**src/rtl/rect_compositor.sv**
```systemverilog
// Rectangle overlay compositor: double-buffered slot records (shadow/active) and a
// two-stage pixel pipeline that paints the lowest-index hitting rectangle over bg.
module rect_compositor #(
    parameter int NUM_RECTS  = 4,
    parameter int CORD_W     = 16,
    parameter int COLOR_BITS = 4,
    parameter int H_OFFSET   = 0,
    parameter int V_OFFSET   = 0,
    localparam int REC_W     = 4*CORD_W + 3*COLOR_BITS + 1,
    localparam int IDX_W     = (NUM_RECTS > 1) ? $clog2(NUM_RECTS) : 1
) (
    input  logic                  clk_pix,
    input  logic                  rst_pix_n,
    input  logic                  de,
    input  logic [CORD_W-1:0]     sx,
    input  logic [CORD_W-1:0]     sy,
    input  logic                  frame_start,
    input  logic                  is_sym_mode,
    input  logic                  wr_valid,
    output logic                  wr_ready,
    input  logic [IDX_W-1:0]      wr_idx,
    input  logic [REC_W-1:0]      wr_data,
    input  logic                  wr_commit,
    output logic                  commit_pending,
    input  logic [COLOR_BITS-1:0] bg_r,
    input  logic [COLOR_BITS-1:0] bg_g,
    input  logic [COLOR_BITS-1:0] bg_b,
    output logic                  de_o,
    output logic [COLOR_BITS-1:0] dispcolor_r,
    output logic [COLOR_BITS-1:0] dispcolor_g,
    output logic [COLOR_BITS-1:0] dispcolor_b
);

    localparam int SUM_W = CORD_W + 2;
    localparam int COL_W = 3*COLOR_BITS;
    localparam logic [SUM_W-1:0] H_OFF = SUM_W'(H_OFFSET);
    localparam logic [SUM_W-1:0] V_OFF = SUM_W'(V_OFFSET);

    logic [REC_W-1:0]     shadow_q [NUM_RECTS];
    logic [REC_W-1:0]     active_q [NUM_RECTS];
    logic                 pending_q, pending_d;
    logic                 wr_fire;
    logic                 copy_now;
    logic [NUM_RECTS-1:0] hit_d, hit_q;
    logic                 mode_q, de1_q;
    logic [COL_W-1:0]     col_sel, col_d, col_q;
    logic                 de2_q;

    assign wr_ready       = !pending_q;
    assign commit_pending = pending_q;
    assign wr_fire        = wr_valid && !pending_q && (32'(wr_idx) < NUM_RECTS);
    assign copy_now       = frame_start && pending_q;

    // A commit raised on a frame_start cycle only arms; the copy waits for the next frame.
    always_comb begin
        pending_d = pending_q;
        if (copy_now)
            pending_d = 1'b0;
        else if (wr_commit)
            pending_d = 1'b1;
    end

    always_ff @(posedge clk_pix or negedge rst_pix_n) begin
        if (!rst_pix_n) begin
            pending_q <= 1'b0;
            for (int i = 0; i < NUM_RECTS; i++) begin
                shadow_q[i] <= '0;
                active_q[i] <= '0;
            end
        end else begin
            pending_q <= pending_d;
            if (wr_fire)
                shadow_q[wr_idx] <= wr_data;
            if (copy_now)
                active_q <= shadow_q;
        end
    end

    logic [SUM_W-1:0] sx_ext, sy_ext;
    assign sx_ext = {2'b00, sx};
    assign sy_ext = {2'b00, sy};

    // Extended-width sums let rectangles run off the right/bottom edge without wrapping.
    for (genvar i = 0; i < NUM_RECTS; i++) begin : g_slot
        logic [CORD_W-1:0] rh, rw, rx, ry;
        logic              en;
        logic [SUM_W-1:0]  x_lo, x_hi, y_lo, y_hi;

        assign rh   = active_q[i][CORD_W-1:0];
        assign rw   = active_q[i][2*CORD_W-1:CORD_W];
        assign rx   = active_q[i][3*CORD_W-1:2*CORD_W];
        assign ry   = active_q[i][4*CORD_W-1:3*CORD_W];
        assign en   = active_q[i][REC_W-1];
        assign x_lo = {2'b00, rx} + H_OFF;
        assign x_hi = x_lo + {2'b00, rw};
        assign y_lo = {2'b00, ry} + V_OFF;
        assign y_hi = y_lo + {2'b00, rh};

        assign hit_d[i] = en && (rw != '0) && (rh != '0)
                        && (sx_ext >= x_lo) && (sx_ext < x_hi)
                        && (sy_ext >= y_lo) && (sy_ext < y_hi);
    end

    always_comb begin
        col_sel = {bg_b, bg_g, bg_r};
        for (int i = NUM_RECTS-1; i >= 0; i--) begin
            if (hit_q[i])
                col_sel = active_q[i][4*CORD_W +: COL_W];
        end
        col_d = (de1_q && mode_q) ? col_sel : '0;
    end

    always_ff @(posedge clk_pix or negedge rst_pix_n) begin
        if (!rst_pix_n) begin
            hit_q  <= '0;
            mode_q <= 1'b0;
            de1_q  <= 1'b0;
            col_q  <= '0;
            de2_q  <= 1'b0;
        end else begin
            hit_q  <= hit_d;
            mode_q <= is_sym_mode;
            de1_q  <= de;
            col_q  <= col_d;
            de2_q  <= de1_q;
        end
    end

    assign de_o        = de2_q;
    assign dispcolor_r = col_q[COLOR_BITS-1:0];
    assign dispcolor_g = col_q[2*COLOR_BITS-1:COLOR_BITS];
    assign dispcolor_b = col_q[3*COLOR_BITS-1:2*COLOR_BITS];

endmodule

```
**config.mk**
```make
export PLATFORM = sky130hd
export DESIGN_NAME = rect_compositor
export DESIGN_NICKNAME = d
export VERILOG_FILES = /design/src/rtl/rect_compositor.sv
export SDC_FILE = /design/constraint.sdc
export NUM_CORES = 1
export LEC_CHECK = 0
export CAP_MARGIN = 10
export CORE_ASPECT_RATIO = 0.9
export CORE_MARGIN = 8
export CORE_UTILIZATION = 56
export DETAILED_ROUTE_END_ITERATION = 6
export HOLD_SLACK_MARGIN = 0.1
export PLACE_DENSITY_LB_ADDON = 0.15
export REMOVE_ABC_BUFFERS = 1
export SLEW_MARGIN = 10
export SYNTH_ARGS = -nofsm -noshare
export SYNTH_HDL_FRONTEND = slang
export SYNTH_SLANG_ARGS = --single-unit
```
**constraint.sdc**
```tcl
create_clock -name clk_pix -period 3.2 [get_ports clk_pix]
set_input_delay 0.48 -clock clk_pix [delete_from_list [all_inputs] [get_ports clk_pix]]
set_output_delay 0.48 -clock clk_pix [all_outputs]
set_load 0.005 [all_outputs]
```
After elaboration in Yosys (flattened, before gate mapping)
Index checks and enable logic that the tools add are counted.

$add $sub $neg: 8. Multiply operators: 0. Divide/modulo/power cells: 0. $lt $le $gt $ge: 18. Equal/unequal tests: 0. Shifts and indexed selects: 0. Mux-type cells: 10. Bitwise logic cells: 1. Reduce and logical (&&, ||, !) cells: 38.

Operator list (count): $bwmux 308 (1); $demux 77 s2 (1); $add 16x16->17 (8); $lt 16x17->1 (8); $ge 16x16->1 (8); $reduce_bool 16->1 (8); $mux 77 (1); $mux 12 (5); $logic_and 1x1->1 (28); $ge 3x3->1 const B (1); $lt 3x1->1 const B (1); $not 2->3 (1); $mux 1 (2); $reduce_bool 2->1 (1); $logic_not 1->1 (1).

Flip-flop bits (word level): 636. Bits in latches: 0. Memory bits (writable): 0. Memory bits (read-only): 0. Bits of input ports: 130. Output and inout bits: 15. Logic and storage cells: 89. Memories: 0.

Depth between registers and ports, before layout
Depth after elaboration: 7. Depth in mapped cells: 19. Depth with buffers taken out: 19.

Least setup slack after synthesis
Ideal clock, no wire load.

Path type: register -> register. From: register active_q[77] (netlist bit). To: register hit_q[2]. Setup time: 0.065 ns. Arrival: 3.322 ns. Required time: 3.135 ns. Path slack: -0.187 ns. Stages on the path, launching flop included: 18. Path buffers: 0. Clock period less this slack: 3.387 ns. Cell sequence: dfrtp_1 > ha_1 > inv_1 > fa_1 > nor2b_2 > o31a_2 > or2_1 > a21oi_1 > xor2_1 > ha_1 > a21oi_1 > nand2_1 > a2111oi_0 > o21ai_0 > a2111oi_0 > o31ai_1 > o311ai_0 > o211a_1.

Word-level cells in the longest chain between the ends: 6. Elaborated cells between the ends (all ways): 8. Those cells by class: add/sub (1); order compare (1); reduce/logical (6).

Ends and longest elaborated chain: start, declared (line 40) `logic [REC_W-1:0] active_q [NUM_RECTS];`; start signal, assigned (line 75) `active_q <= shadow_q;`; branches (longest 5 deep; another with $add 16x16->17); $logic_and 1x1->1 (*) (line 101) `&& (sy_ext >= y_lo) && (sy_ext < y_hi);`; named net hit_d[2] (line 44) `logic [NUM_RECTS-1:0] hit_d, hit_q;`; end signal, assigned (line 121) `hit_q <= hit_d;`; end, declared (line 44).

Mark *: on every way through the listed nets, which the timed path passes. A chain may end at the register's enable or synchronous reset.

Worst setup path in the final report
From: register active_q[247] (netlist bit). To: register hit_q[0].

Word-level cells in the longest chain between the ends: 7. Elaborated cells between the ends (all ways): 9. Those cells by class: add/sub (1); order compare (1); reduce/logical (7).

Ends and longest elaborated chain: branches (longest 4 deep; another with $add 16x16->17); $logic_and 1x1->1 (*) (line 100) `&& (sx_ext >= x_lo) && (sx_ext < x_hi)`; $logic_and 1x1->1 (*) (2 in a row) (line 101); named net hit_d[0] (line 44).

Marks and branches as above.

==> flow_metrics.env <==
export IMPL_p_clk_share_pct=16.4
export IMPL_numPortBuffers=144
export IMPL_sw_frac_of_total_pct=39.3
export IMPL_fin_hold_ws_ps=315
export IMPL_cp_arrival_ps=4110
export IMPL_vdd_ir_drop_worst_uv=532
export IMPL_yosysWarnings=0
export IMPL_netlist_area_um2=34800
export IMPL_finish_instance_area_um2=43200
export IMPL_initial_utilization_pct=56.8
export IMPL_grt_start_max_net_pins=81
export IMPL_clock_skew_ps=19.7
export IMPL_ant_nets=0
export IMPL_crit_chain="ha_4, fa_2, a21oi_2, o21a_2, o21ai_4, a311oi_2, o21bai_1, a21o_1, xnor2_1, ha_1, nand2_2, nor3_2, a21oi_2, a311oi_4, nor4_2"
export IMPL_dr_total_vias=25400
export IMPL_cp_required_ps=3680
export IMPL_synth_avg_cell_area_um2=12.0
export IMPL_final_common_cell="dfrtp_1"
export IMPL_grt_overflow_total=0
export IMPL_cap_violations=0
export IMPL_critPathKind="flop to flop"
export IMPL_start_kind="flop"
export IMPL_antenna_found_initial=2
export IMPL_grt_pass1_wl_um=151000
export IMPL_rsz0062_at_grt="true"
export IMPL_crit_family="compound AO/OA/AOI/OAI gates"
export IMPL_critPathMaxStageDelay_ps=480
export IMPL_dr_first_iter_drc_count=1233
export IMPL_endpoint_kind="flop"
export IMPL_p_sw_mw=20.2
export IMPL_post_drt_via_cell_ratio=5.92
export IMPL_p_int_mw=31.2
export IMPL_seq_power_share_pct=26.9
export IMPL_post_route_period_util_pct=114
export IMPL_tightest_slew_ps=924
export IMPL_die_y_um=253
export IMPL_ys_types=66
export IMPL_dpl_cell_area_um2=40100
export IMPL_fmax_mhz=275
export IMPL_path_max_fanout=2
export IMPL_dp_hpwl_um=71200
export IMPL_clock_latency_ps=610
export IMPL_synth_seq_area_share_pct=45.7
export IMPL_finalMaxSlewViolations=0
export IMPL_synth_top_family_by_area="multiplexers"
export IMPL_violations="negative setup slack"
export IMPL_num_rows=86
export IMPL_cts_sinks=636
export IMPL_post_route_cells_drive_above_1_share_pct=35.5
export IMPL_cellPowerDensity_nw_per_um2=1190
export IMPL_ys_seq_elements=636
export IMPL_routed_wirelength_um=96000
export IMPL_min_path_type="input pin to flop"
export IMPL_synthMuxAreaShare_pct=20.3
export IMPL_synth_cells=2904
export IMPL_path_buf_inv=0
export IMPL_final_cell_mix="dfrtp_1 (636), mux2_2 (616), buf_4 (385), ha_1 (363), inv_1 (168)"
export IMPL_pwr_share_comb_pct=56.7
export IMPL_grt_pass1_vias=27300
export IMPL_htree_levels=3
export IMPL_async_reset_ff_share_pct=100
export IMPL_dp_slack_ps=-688
export IMPL_worst_slack_ps=-440
export IMPL_synth_xor_area_share_pct=2.51
export IMPL_yosys_area_share_simple_pct=5.94
export IMPL_slew_headroom_pct=38.4
export IMPL_ios=145
export IMPL_path_common_cell="a21oi_2"
export IMPL_place_congestion=0.885
export IMPL_core_area_um2=61300
export IMPL_synth_main_ff_cell="dfrtp_1"
export IMPL_setup_viol=4
export IMPL_cts_tree="done"
export IMPL_gr_usage_all_layers_pct=27.1
export IMPL_final_nets=3960
export IMPL_ff2ff_setup_slack_ps=-440
export IMPL_path_clk_slew_ps=60
export IMPL_power_leakage_nw=20.2
export IMPL_dieArea_um2=70500
export IMPL_cts_root_buffer="clkbuf_16"
export IMPL_cts_buffers=69
export IMPL_tns_ps=-1430
export IMPL_cts_path_max_buffers=3
export IMPL_cp_slowest_cell="a311oi_4"
export IMPL_wire_per_inst_um=22.3
export IMPL_synth_compound_gate_area_share_pct=8.93
export IMPL_power_total_mw=51.3
export IMPL_min_period_ps=3640
export IMPL_drc_errors=0
export IMPL_hold_violations=0
export IMPL_synth_edff_count=0
export IMPL_area_growth_pct=24.0
export IMPL_status="finished with violations"
export IMPL_die_w_um=279
export IMPL_synthAdderAreaFrac_pct=14.0
export IMPL_dr_pass1_iters=5
## layer usage
metal,routed length [um],global-route usage [%],vias to the layer above
met3,3600,3.61,199
li1,-,-,11700
met4,3940,10.7,0
met2,47000,46.8,554
met5,0,0,-
met1,41500,34.7,13000
## worst paths after layout
kind / startpoint / endpoint / cells past startpoint
worst max-delay path: active_q[247] / hit_q[0] / 15
worst min-delay path: de / de1_q / 1
worst max register to register: active_q[247] / hit_q[0] / 15
worst min register to register: de1_q / de_o / 0
max in group asynchronous: rst_pix_n / shadow_q[275] / 3
min in group asynchronous: rst_pix_n / active_q[18] / 2
## sequential cells by signal, summed over array words and instances (netlist names)
signal	count
de1_q	1
col_q	12
de_o	1
hit_q	4
commit_pending	1
active_q	308
mode_q	1
shadow_q	308
## per-stage QoR
step | utilization (%) | instances
2_1_floorplan | - | 2828
3_3_place_gp | 65.4 | 4148
3_5_place_dp | 65.4 | 4148
4_1_cts | 69.9 | 4286
5_1_grt | 70.4 | 4295
6_report | 70.4 | 4296
## kinds of logic after synthesis
group           Yosys count
flops                   636
simple gates            417
buf+inv                 247
compound gates          492
fa+ha+maj               384
xor+xnor                100
mux                     628
## synthesized netlist by cell type (3+ instances only)
master | count | area, um^2
a2111oi_0 | 10 | 87.6
a211o_1 | 7 | 61.3
a211oi_1 | 18 | 135
a21boi_0 | 4 | 30.0
a21o_1 | 55 | 413
a21oi_1 | 168 | 841
a221oi_1 | 6 | 52.6
a31oi_1 | 8 | 50.1
and3_1 | 12 | 75.1
buf_1 | 23 | 86.3
buf_2 | 13 | 65.1
clkbuf_1 | 40 | 150
dfrtp_1 | 636 | 15900
fa_1 | 8 | 160
ha_1 | 376 | 4700
inv_1 | 171 | 642
mux2_2 | 616 | 6940
mux2i_1 | 12 | 120
nand2_1 | 60 | 225
nand2b_1 | 24 | 150
nand3_1 | 39 | 195
nand4_1 | 26 | 163
nor2_1 | 134 | 503
nor2b_1 | 21 | 131
nor3_1 | 32 | 160
nor4_1 | 39 | 244
o2111ai_1 | 16 | 140
o211a_1 | 9 | 90.1
o211ai_1 | 9 | 67.6
o21a_1 | 20 | 150
o21ai_0 | 115 | 576
o21bai_1 | 17 | 128
o311ai_0 | 7 | 61.3
o31ai_1 | 3 | 22.5
or2_2 | 4 | 25.0
or3_1 | 10 | 62.6
or4_1 | 3 | 22.5
xnor2_1 | 40 | 350
xor2_1 | 60 | 526
## cell type report
| class | instances | area (um^2) |
|---|---|---|
| Sequential cell | 636 | 15900 |
| Timing Repair Buffer | 547 | 4690 |
| Clock buffer | 93 | 2010 |
| Antenna cell | 2 | 5.00 |
| Multi-Input combinational cell | 2021 | 18500 |
| Inverter | 171 | 642 |
| Tap cell | 792 | 991 |
| Fill cell | 4250 | 18100 |
| Clock inverter | 34 | 420 |
## what timing repair did
item | 4_1_cts | 5_1_grt
buffers inserted | 12 | 9
pin swaps | 58 | 56
hold buffers | 1 | 0
gates resized for setup | 71 | 67
gates cloned | 0 | 0
endpoints found under the setup margin | 4 | 4
hold endpoints to repair | 58 | 0
## power by group through the flow
stage / Combinational [mW] / Sequential, mW / Clock [mW]
finish: 29.1 / 13.8 / 8.43
global route: 32.2 / 14.2 / 8.87
detailed placement: 26.7 / 13.9 / 0
CTS: 27.9 / 13.8 / 8.55
floorplan: 17.2 / 12.8 / 0
global placement: 25.6 / 13.7 / 0
Power figures use the tool's default switching activity.
